`config.mk`:
```
export PLATFORM = sky130hd
export DESIGN_NAME = logic_unit_pipe
export DESIGN_NICKNAME = d
export VERILOG_FILES = /design/src/rtl/logic_unit_pkg.sv /design/src/rtl/logic_unit_core.sv /design/src/rtl/logic_unit_pipe.sv
export SDC_FILE = /design/constraint.sdc
export NUM_CORES = 1
export LEC_CHECK = 0
export ABC_AREA = 1
export BUFFER_PORTS_ARGS = -buffer_cell sky130_fd_sc_hd__buf_2
export CORE_MARGIN = 1
export CORE_UTILIZATION = 50
export CTS_CLUSTER_SIZE = 14
export DETAILED_ROUTE_END_ITERATION = 8
export GPL_ROUTABILITY_DRIVEN = 0
export GPL_TIMING_DRIVEN = 0
export PLACE_DENSITY_LB_ADDON = 0.2
export SYNTH_ARGS = -nofsm -noshare
export SYNTH_HDL_FRONTEND = slang
export SYNTH_SLANG_ARGS = --single-unit
```
`constraint.sdc`:
```
create_clock -name clk -period 7.8 [get_ports clk]
set_clock_uncertainty 0.15 [all_clocks]
set_input_delay 0.39 -clock clk [delete_from_list [all_inputs] [get_ports clk]]
set_output_delay 0.39 -clock clk [all_outputs]
set_load 0.05 [all_outputs]
```
`src/rtl/logic_unit_pkg.sv`:
```
// Shared op-code definitions for the pipelined bitwise logic unit.
package logic_unit_pkg;

    localparam int OP_W = 3;

    typedef enum logic [OP_W-1:0] {
        OP_AND      = 3'b000,
        OP_OR       = 3'b001,
        OP_XOR      = 3'b010,
        OP_XNOR     = 3'b011,
        OP_NAND     = 3'b100,
        OP_NOR      = 3'b101,
        OP_ACC_XOR  = 3'b110,
        OP_ACC_LOAD = 3'b111
    } op_e;

endpackage

```
`src/rtl/logic_unit_core.sv`:
```
// Combinational datapath: selects the bitwise result and decides whether the
// accumulator takes it.
module logic_unit_core
    import logic_unit_pkg::*;
#(
    parameter int WIDTH = 32
) (
    input  op_e              i_op,
    input  logic [WIDTH-1:0] i_a,
    input  logic [WIDTH-1:0] i_b,
    input  logic [WIDTH-1:0] i_acc,
    output logic [WIDTH-1:0] o_y,
    output logic [WIDTH-1:0] o_acc_next,
    output logic             o_acc_we
);

    always_comb begin
        o_y      = '0;
        o_acc_we = 1'b0;
        case (i_op)
            OP_AND:      o_y = i_a & i_b;
            OP_OR:       o_y = i_a | i_b;
            OP_XOR:      o_y = i_a ^ i_b;
            OP_XNOR:     o_y = ~(i_a ^ i_b);
            OP_NAND:     o_y = ~(i_a & i_b);
            OP_NOR:      o_y = ~(i_a | i_b);
            OP_ACC_XOR: begin
                o_y      = i_acc ^ i_a ^ i_b;
                o_acc_we = 1'b1;
            end
            OP_ACC_LOAD: begin
                o_y      = i_a ^ i_b;
                o_acc_we = 1'b1;
            end
            default: begin
                o_y      = '0;
                o_acc_we = 1'b0;
            end
        endcase
    end

    // Accumulator always takes the result itself; o_acc_we gates it.
    assign o_acc_next = o_y;

endmodule

```
`src/rtl/logic_unit_pipe.sv`:
```
// Two-stage valid/ready bitwise logic unit with an XOR accumulator and
// zero/parity flags on the registered result.
module logic_unit_pipe
    import logic_unit_pkg::*;
#(
    parameter int WIDTH = 32
) (
    input  logic             clk,
    input  logic             rst_n,
    input  logic             in_valid,
    output logic             in_ready,
    input  logic [OP_W-1:0]  in_op,
    input  logic [WIDTH-1:0] in_a,
    input  logic [WIDTH-1:0] in_b,
    output logic             out_valid,
    input  logic             out_ready,
    output logic [WIDTH-1:0] out_y,
    output logic             out_zero,
    output logic             out_parity,
    output logic [WIDTH-1:0] acc_q
);

    logic             r_s1_valid;
    op_e              r_s1_op;
    logic [WIDTH-1:0] r_s1_a;
    logic [WIDTH-1:0] r_s1_b;
    logic             r_out_valid;
    logic [WIDTH-1:0] r_out_y;
    logic             r_out_zero;
    logic             r_out_parity;
    logic [WIDTH-1:0] r_acc;

    logic             w_adv1;
    logic             w_adv2;
    logic [WIDTH-1:0] w_y;
    logic [WIDTH-1:0] w_acc_next;
    logic             w_acc_we;

    // Stage 2 frees up whenever it is empty or its result is being taken.
    assign w_adv2   = !r_out_valid || out_ready;
    assign w_adv1   = r_s1_valid && w_adv2;
    assign in_ready = !r_s1_valid || w_adv2;

    logic_unit_core #(.WIDTH(WIDTH)) u_core (
        .i_op       (r_s1_op),
        .i_a        (r_s1_a),
        .i_b        (r_s1_b),
        .i_acc      (r_acc),
        .o_y        (w_y),
        .o_acc_next (w_acc_next),
        .o_acc_we   (w_acc_we)
    );

    always_ff @(posedge clk or negedge rst_n) begin
        if (!rst_n) begin
            r_s1_valid <= 1'b0;
            r_s1_op    <= OP_AND;
            r_s1_a     <= '0;
            r_s1_b     <= '0;
        end else if (in_ready) begin
            r_s1_valid <= in_valid;
            if (in_valid) begin
                r_s1_op <= op_e'(in_op);
                r_s1_a  <= in_a;
                r_s1_b  <= in_b;
            end
        end
    end

    // The accumulator moves on the same edge as the stage-2 capture, so a
    // following ACC op in stage 1 already sees the updated value.
    always_ff @(posedge clk or negedge rst_n) begin
        if (!rst_n) begin
            r_out_valid  <= 1'b0;
            r_out_y      <= '0;
            r_out_zero   <= 1'b0;
            r_out_parity <= 1'b0;
            r_acc        <= '0;
        end else begin
            if (w_adv2) begin
                r_out_valid <= r_s1_valid;
            end
            if (w_adv1) begin
                r_out_y      <= w_y;
                r_out_zero   <= (w_y == '0);
                r_out_parity <= ^w_y;
                if (w_acc_we) begin
                    r_acc <= w_acc_next;
                end
            end
        end
    end

    assign out_valid  = r_out_valid;
    assign out_y      = r_out_y;
    assign out_zero   = r_out_zero;
    assign out_parity = r_out_parity;
    assign acc_q      = r_acc;

endmodule

```
* After elaboration in Yosys (flattened, before gate mapping)
Index checks and enable logic that the tools add are counted.
Storage, ports and cells: output and inout port bits 68, register bits 135
Operators by class: reductions and logical operators 12, mux-type cells 2, bitwise gates (word level) 8, equal/unequal tests 7
Operators with widths (number):
- $pmux W32 S7 | 1
- $not A32 Y32 | 3
- $xor A32 B32 Y32 | 3
- $and A32 B32 Y32 | 1
- $logic_not A32 Y1 | 1
- $or A32 B32 Y32 | 1
- $reduce_xor A32 Y1 | 1
- $eq A3 B3 Y1 const B | 4
- $eq A3 B2 Y1 const B | 2
- $reduce_and A2 Y1 | 2
- $reduce_or A2 Y1 | 2
- $eq A3 B1 Y1 const B | 1
- $logic_not A3 Y1 | 1
- $logic_not A1 Y1 | 2
- $logic_or A1 B1 Y1 | 2
- $logic_and A1 B1 Y1 | 1
- $mux W1 | 1

* Longest topological paths before layout
depth in word-level cells 4, gate-level depth with buffers 21, mapped depth without buffers 20

* Hierarchy
A second synthesis with hierarchy kept.
Unflattened totals: cell total of the unflattened synthesis 1394, area, all modules 10334.9 um2
Modules (own cells, without submodules):
- logic_unit_pipe | cells an instance 497, seq. area each 3378.2 um2, area each 5969.5 um2, instances 1
- logic_unit_core | cells an instance 897, seq. area each 0.0 um2, area each 4365.4 um2, instances 1

* Least setup slack after synthesis
Ideal clock, no wire load.
path kind reg2reg, from register r_out_valid (netlist: out_valid), to register r_s1_a[24], buffers on the path 2, cell stages (with the launch flop) 6, slack 5.293 ns, arrival time 2.224 ns, clock period less this slack 2.507 ns, setup time 0.133 ns, cell sequence dfrtp_1 nand3_1 nand2_1 clkbuf_1 buf_1 a21oi_1
Between the ends: word-level cells in the longest chain between the ends 4
RTL lines:
- from (decl) | line logic_unit_pipe.sv:27 | logic r_out_valid;
- from (signal assigned) | line logic_unit_pipe.sv:81 | r_out_valid <= r_s1_valid;
- $logic_not A1 Y1 | line logic_unit_pipe.sv:40 | assign w_adv2 = !r_out_valid || out_ready;
- $logic_or A1 B1 Y1 | line logic_unit_pipe.sv:40
- $logic_or A1 B1 Y1 | line logic_unit_pipe.sv:42 | assign in_ready = !r_s1_valid || w_adv2;
- via in_ready | line logic_unit_pipe.sv:11 | output logic in_ready,
- $reduce_and A2 Y1 (no source line)
- to (signal assigned) | line logic_unit_pipe.sv:64 | r_s1_a <= in_a;
- to (decl) | line logic_unit_pipe.sv:25 | logic [WIDTH-1:0] r_s1_a;
The timed path passes the listed nets, and every way through them passes these cells. A chain may end at the register's enable or synchronous reset.

* Worst setup path after layout
from register r_s1_op[0], to register r_out_parity (netlist: out_parity)
Between the ends: word-level cells in the longest chain between the ends 4
RTL lines:
- from (decl) | line logic_unit_pipe.sv:24 | op_e r_s1_op;
- from (signal assigned) | line logic_unit_pipe.sv:63 | r_s1_op <= op_e'(in_op);
- $eq A3 B2 Y1 / $eq A3 B3 Y1 (equally long branches) | line logic_unit_core.sv:20 | case (i_op)
- $reduce_or A2 Y1 (no source line)
- $pmux W32 S7 * | line logic_unit_core.sv:20
- $reduce_xor A32 Y1 * | line logic_unit_pipe.sv:86 | r_out_parity <= ^w_y;
- to (signal assigned) | line logic_unit_pipe.sv:86
- to (decl) | line logic_unit_pipe.sv:30 | logic r_out_parity;
Every way passes the cells marked *; elsewhere a longest branch is shown, timed or not.

==> results.json <==
{
  "cp.arrival_ns": 3.43,
  "syn_avg_cell_area_um2": 6.880,
  "fmax_mhz": 306.7,
  "htree_num_levels": 4,
  "cts_resized": 0,
  "worstSetupStartpointType": "flop",
  "cts_inserted_buffers": 17,
  "yosysTopAreaCell": "dfrtp_1",
  "dieArea_um2": 18780,
  "fin_crit_sh": 0.4180,
  "core_area_um2": 17900,
  "slew_viol_final": 0,
  "max_cap_viol_count": 0,
  "worstHoldPathType": "input pin to flop",
  "vdd_drop_max_mv": 0.2154,
  "dr.pass1.iters": 6,
  "root_buffer": "clkbuf_16",
  "clock_sinks": 135,
  "rows": 49,
  "yosys.area_share.xor_xnor": 0.009607,
  "die_w_um": 137.0,
  "synth-compound-area-share": 0.1173,
  "muxShareOfSynthArea": 0,
  "dpl_worst_slack_ns": 4.661,
  "drt_iter0_markers": 806,
  "synth_area_leaders": "dfrtp_1 37%, nand2_1 16%, ha_1 11%",
  "grt_pass1_vias": 8471,
  "seq_area_frac_synth": 0.3706,
  "detail_route.wirelength_mm": 27.31,
  "grt_usage": 0.3039,
  "synthAdderAreaFrac": 0.1098,
  "ios": 139,
  "port-buffer-count": 138,
  "fin_crit_ns": 3.260,
  "grt_pass1_wl_mm": 42.85,
  "vias": 9053,
  "synth_top_family_by_area": "simple AND/OR/NAND/NOR gates",
  "yosys_warnings": 0,
  "power_density_nw_per_um2": 394.7,
  "cellLeakagePower_nw": 5.912,
  "worst_slack_ns": 4.540,
  "cpPeakStageDelay_ns": 0.47,
  "grt_max_degree": 73,
  "clk_latency_ns": 0.43,
  "drive_above_1_share": 0.1324,
  "cts_buffer_depth": 2,
  "syn2layout_area_growth_pct": 18.23,
  "outcome": "finished, final reports clean",
  "initial_utilization": 0.5092,
  "clk_pin_slew_ns": 0.06,
  "detail_route.wl_per_cell_um": 15.83,
  "crit_type": "flop to flop",
  "gr-total-overflow": 0,
  "syn_inst": 1325,
  "total_power_w": 0.004254,
  "post_cts_buffers": 0,
  "final_nets": 1635,
  "cpMostUsedCell": "nand2_1",
  "worst_pin_slew_ns": 0.8860,
  "synth_top_cell_area_share": 0.3706,
  "cts_tree": "yes",
  "antenna_left": 0,
  "yosys.area_share.simple": 0.2845,
  "relSlewSlack": 0.4093,
  "rsz0062_at_grt": "no",
  "required_ns": 7.97,
  "fp.dieH_um": 137.0,
  "syn_area_um2": 9116,
  "crit_fanout": 10,
  "setup_tns_ns": 0,
  "yosys.cell_types.count": 26,
  "synth_nets": 1476,
  "antenna_found_initial": 0,
  "rrSetupSlack_ns": 4.54,
  "drc_errors": 0,
  "viasPerCell": 5.248,
  "setup_viol": 0,
  "layout_commonest_cell": "nand2_1",
  "synth-seq-cells": 135,
  "end_kind": "flop",
  "crit_slowest_cell": "dfrtp_1",
  "crit_chain": "nor2_4 -> inv_1 -> nor2_4 -> buf_2 -> nand2_1 -> nand2_1 -> ha_1 -> nor2_1 -> inv_1 -> nand2_1 -> nand2_1 -> nand2_1 -> nor2_1 -> nor2_1 -> nand2_1 -> nand3_1 -> nand2_1",
  "dp_hpwl_mm": 19.05,
  "final-hold-violation-count": 0,
  "hold_ws_ns": 0.04941,
  "antenna_cells": 0,
  "layout_common_cells": "399 x nand2_1, 201 x inv_1, 151 x buf_2"
}
-- synthesized netlist by cell type, drive strengths merged --
master	number
nand2	400
inv	205
o21ai	141
dfrtp	135
nor2	112
nand3	101
ha	80
a21oi	72
clkbuf	26
buf	22
nand4	9
nor3	6
or2	5
xnor2	5
xor2	5
nor4	1
-- metal layers --
layer,track usage,up-vias,wire length (um)
li1,-,4477,-
met1,0.4076,4199,12120
met2,0.4905,329,12720
met3,0.04519,48,1819
met4,0.1233,0,651
met5,0,-,0
-- state kept, by name, summed over array words and instances (netlist names) --
register and cells:
acc_q 32, out_parity 1, out_valid 1, out_y 32
out_zero 1, r_s1_a 32, r_s1_b 32, r_s1_op 3
r_s1_valid 1
-- through the flow --
stage / std cells / cell area [um^2] / util
after floorplan: 1325 / 9116 / -
after global placement: 1692 / 10090 / 0.5638
after detailed placement: 1693 / 10130 / 0.5657
after CTS: 1725 / 10780 / 0.6020
after global routing: 1725 / 10780 / 0.6020
final: 1725 / 10780 / 0.6020
-- critical path, delay by kind of cell, from the launching register on --
| family | cells | cell delay (ns) |
|---|---|---|
| AND/OR/NAND/NOR | 13 | 1.57 |
| buffers and inverters | 3 | 0.63 |
| flip-flops | 1 | 0.47 |
| adder cells (fa/ha/maj) | 1 | 0.30 |
-- logic make-up (layout without fill, tap and decap cells) --
family,after synthesis,after routing
and+or+nand+nor,634,634
AOI/OAI and AO/OA,213,213
DFF,135,135
adders and majority gates,80,80
xor gates and xnor gates,10,10
buffers and inverters,253,424
-- area by class of cell --
cell class | count | area, um^2
Clock inverter | 8 | 142.6
Timing Repair Buffer | 140 | 734.5
Clock buffer | 23 | 498.0
Fill cell | 1691 | 7124
Buffer | 48 | 216.5
Inverter | 205 | 769.5
Tap cell | 229 | 286.5
Multi-Input combinational cell | 937 | 4752
Sequential cell | 135 | 3378
-- worst paths after layout --
| path | startpoint | end | cells past startpoint |
|---|---|---|---|
| worst min register to register | out_y[9] | out_y[9] | 2 |
| worst min-delay path | in_a[18] | r_s1_a[18] | 3 |
| min in group asynchronous | rst_n | out_y[30] | 2 |
| worst max-delay path | r_s1_op[0] | out_parity | 17 |
| max in group asynchronous | rst_n | r_s1_a[11] | 3 |
| worst max register to register | r_s1_op[0] | out_parity | 17 |
-- what timing repair did --
item | CTS | global route
endpoints found under the hold margin | 63 | 0
endpoints found under the setup margin | 0 | 0
hold buffers | 1 | 0
-- power breakdown --
group / switching, W / internal (W) / leakage [nW] / total [W]
registers: 0.000189 / 0.000916 / 1.59 / 0.00110
clock network: 0.000317 / 0.000574 / 0.315 / 0.000891
logic: 0.00163 / 0.000631 / 4.00 / 0.00226
total: 0.00213 / 0.00212 / 5.91 / 0.00425
Power figures use the tool's default switching activity.
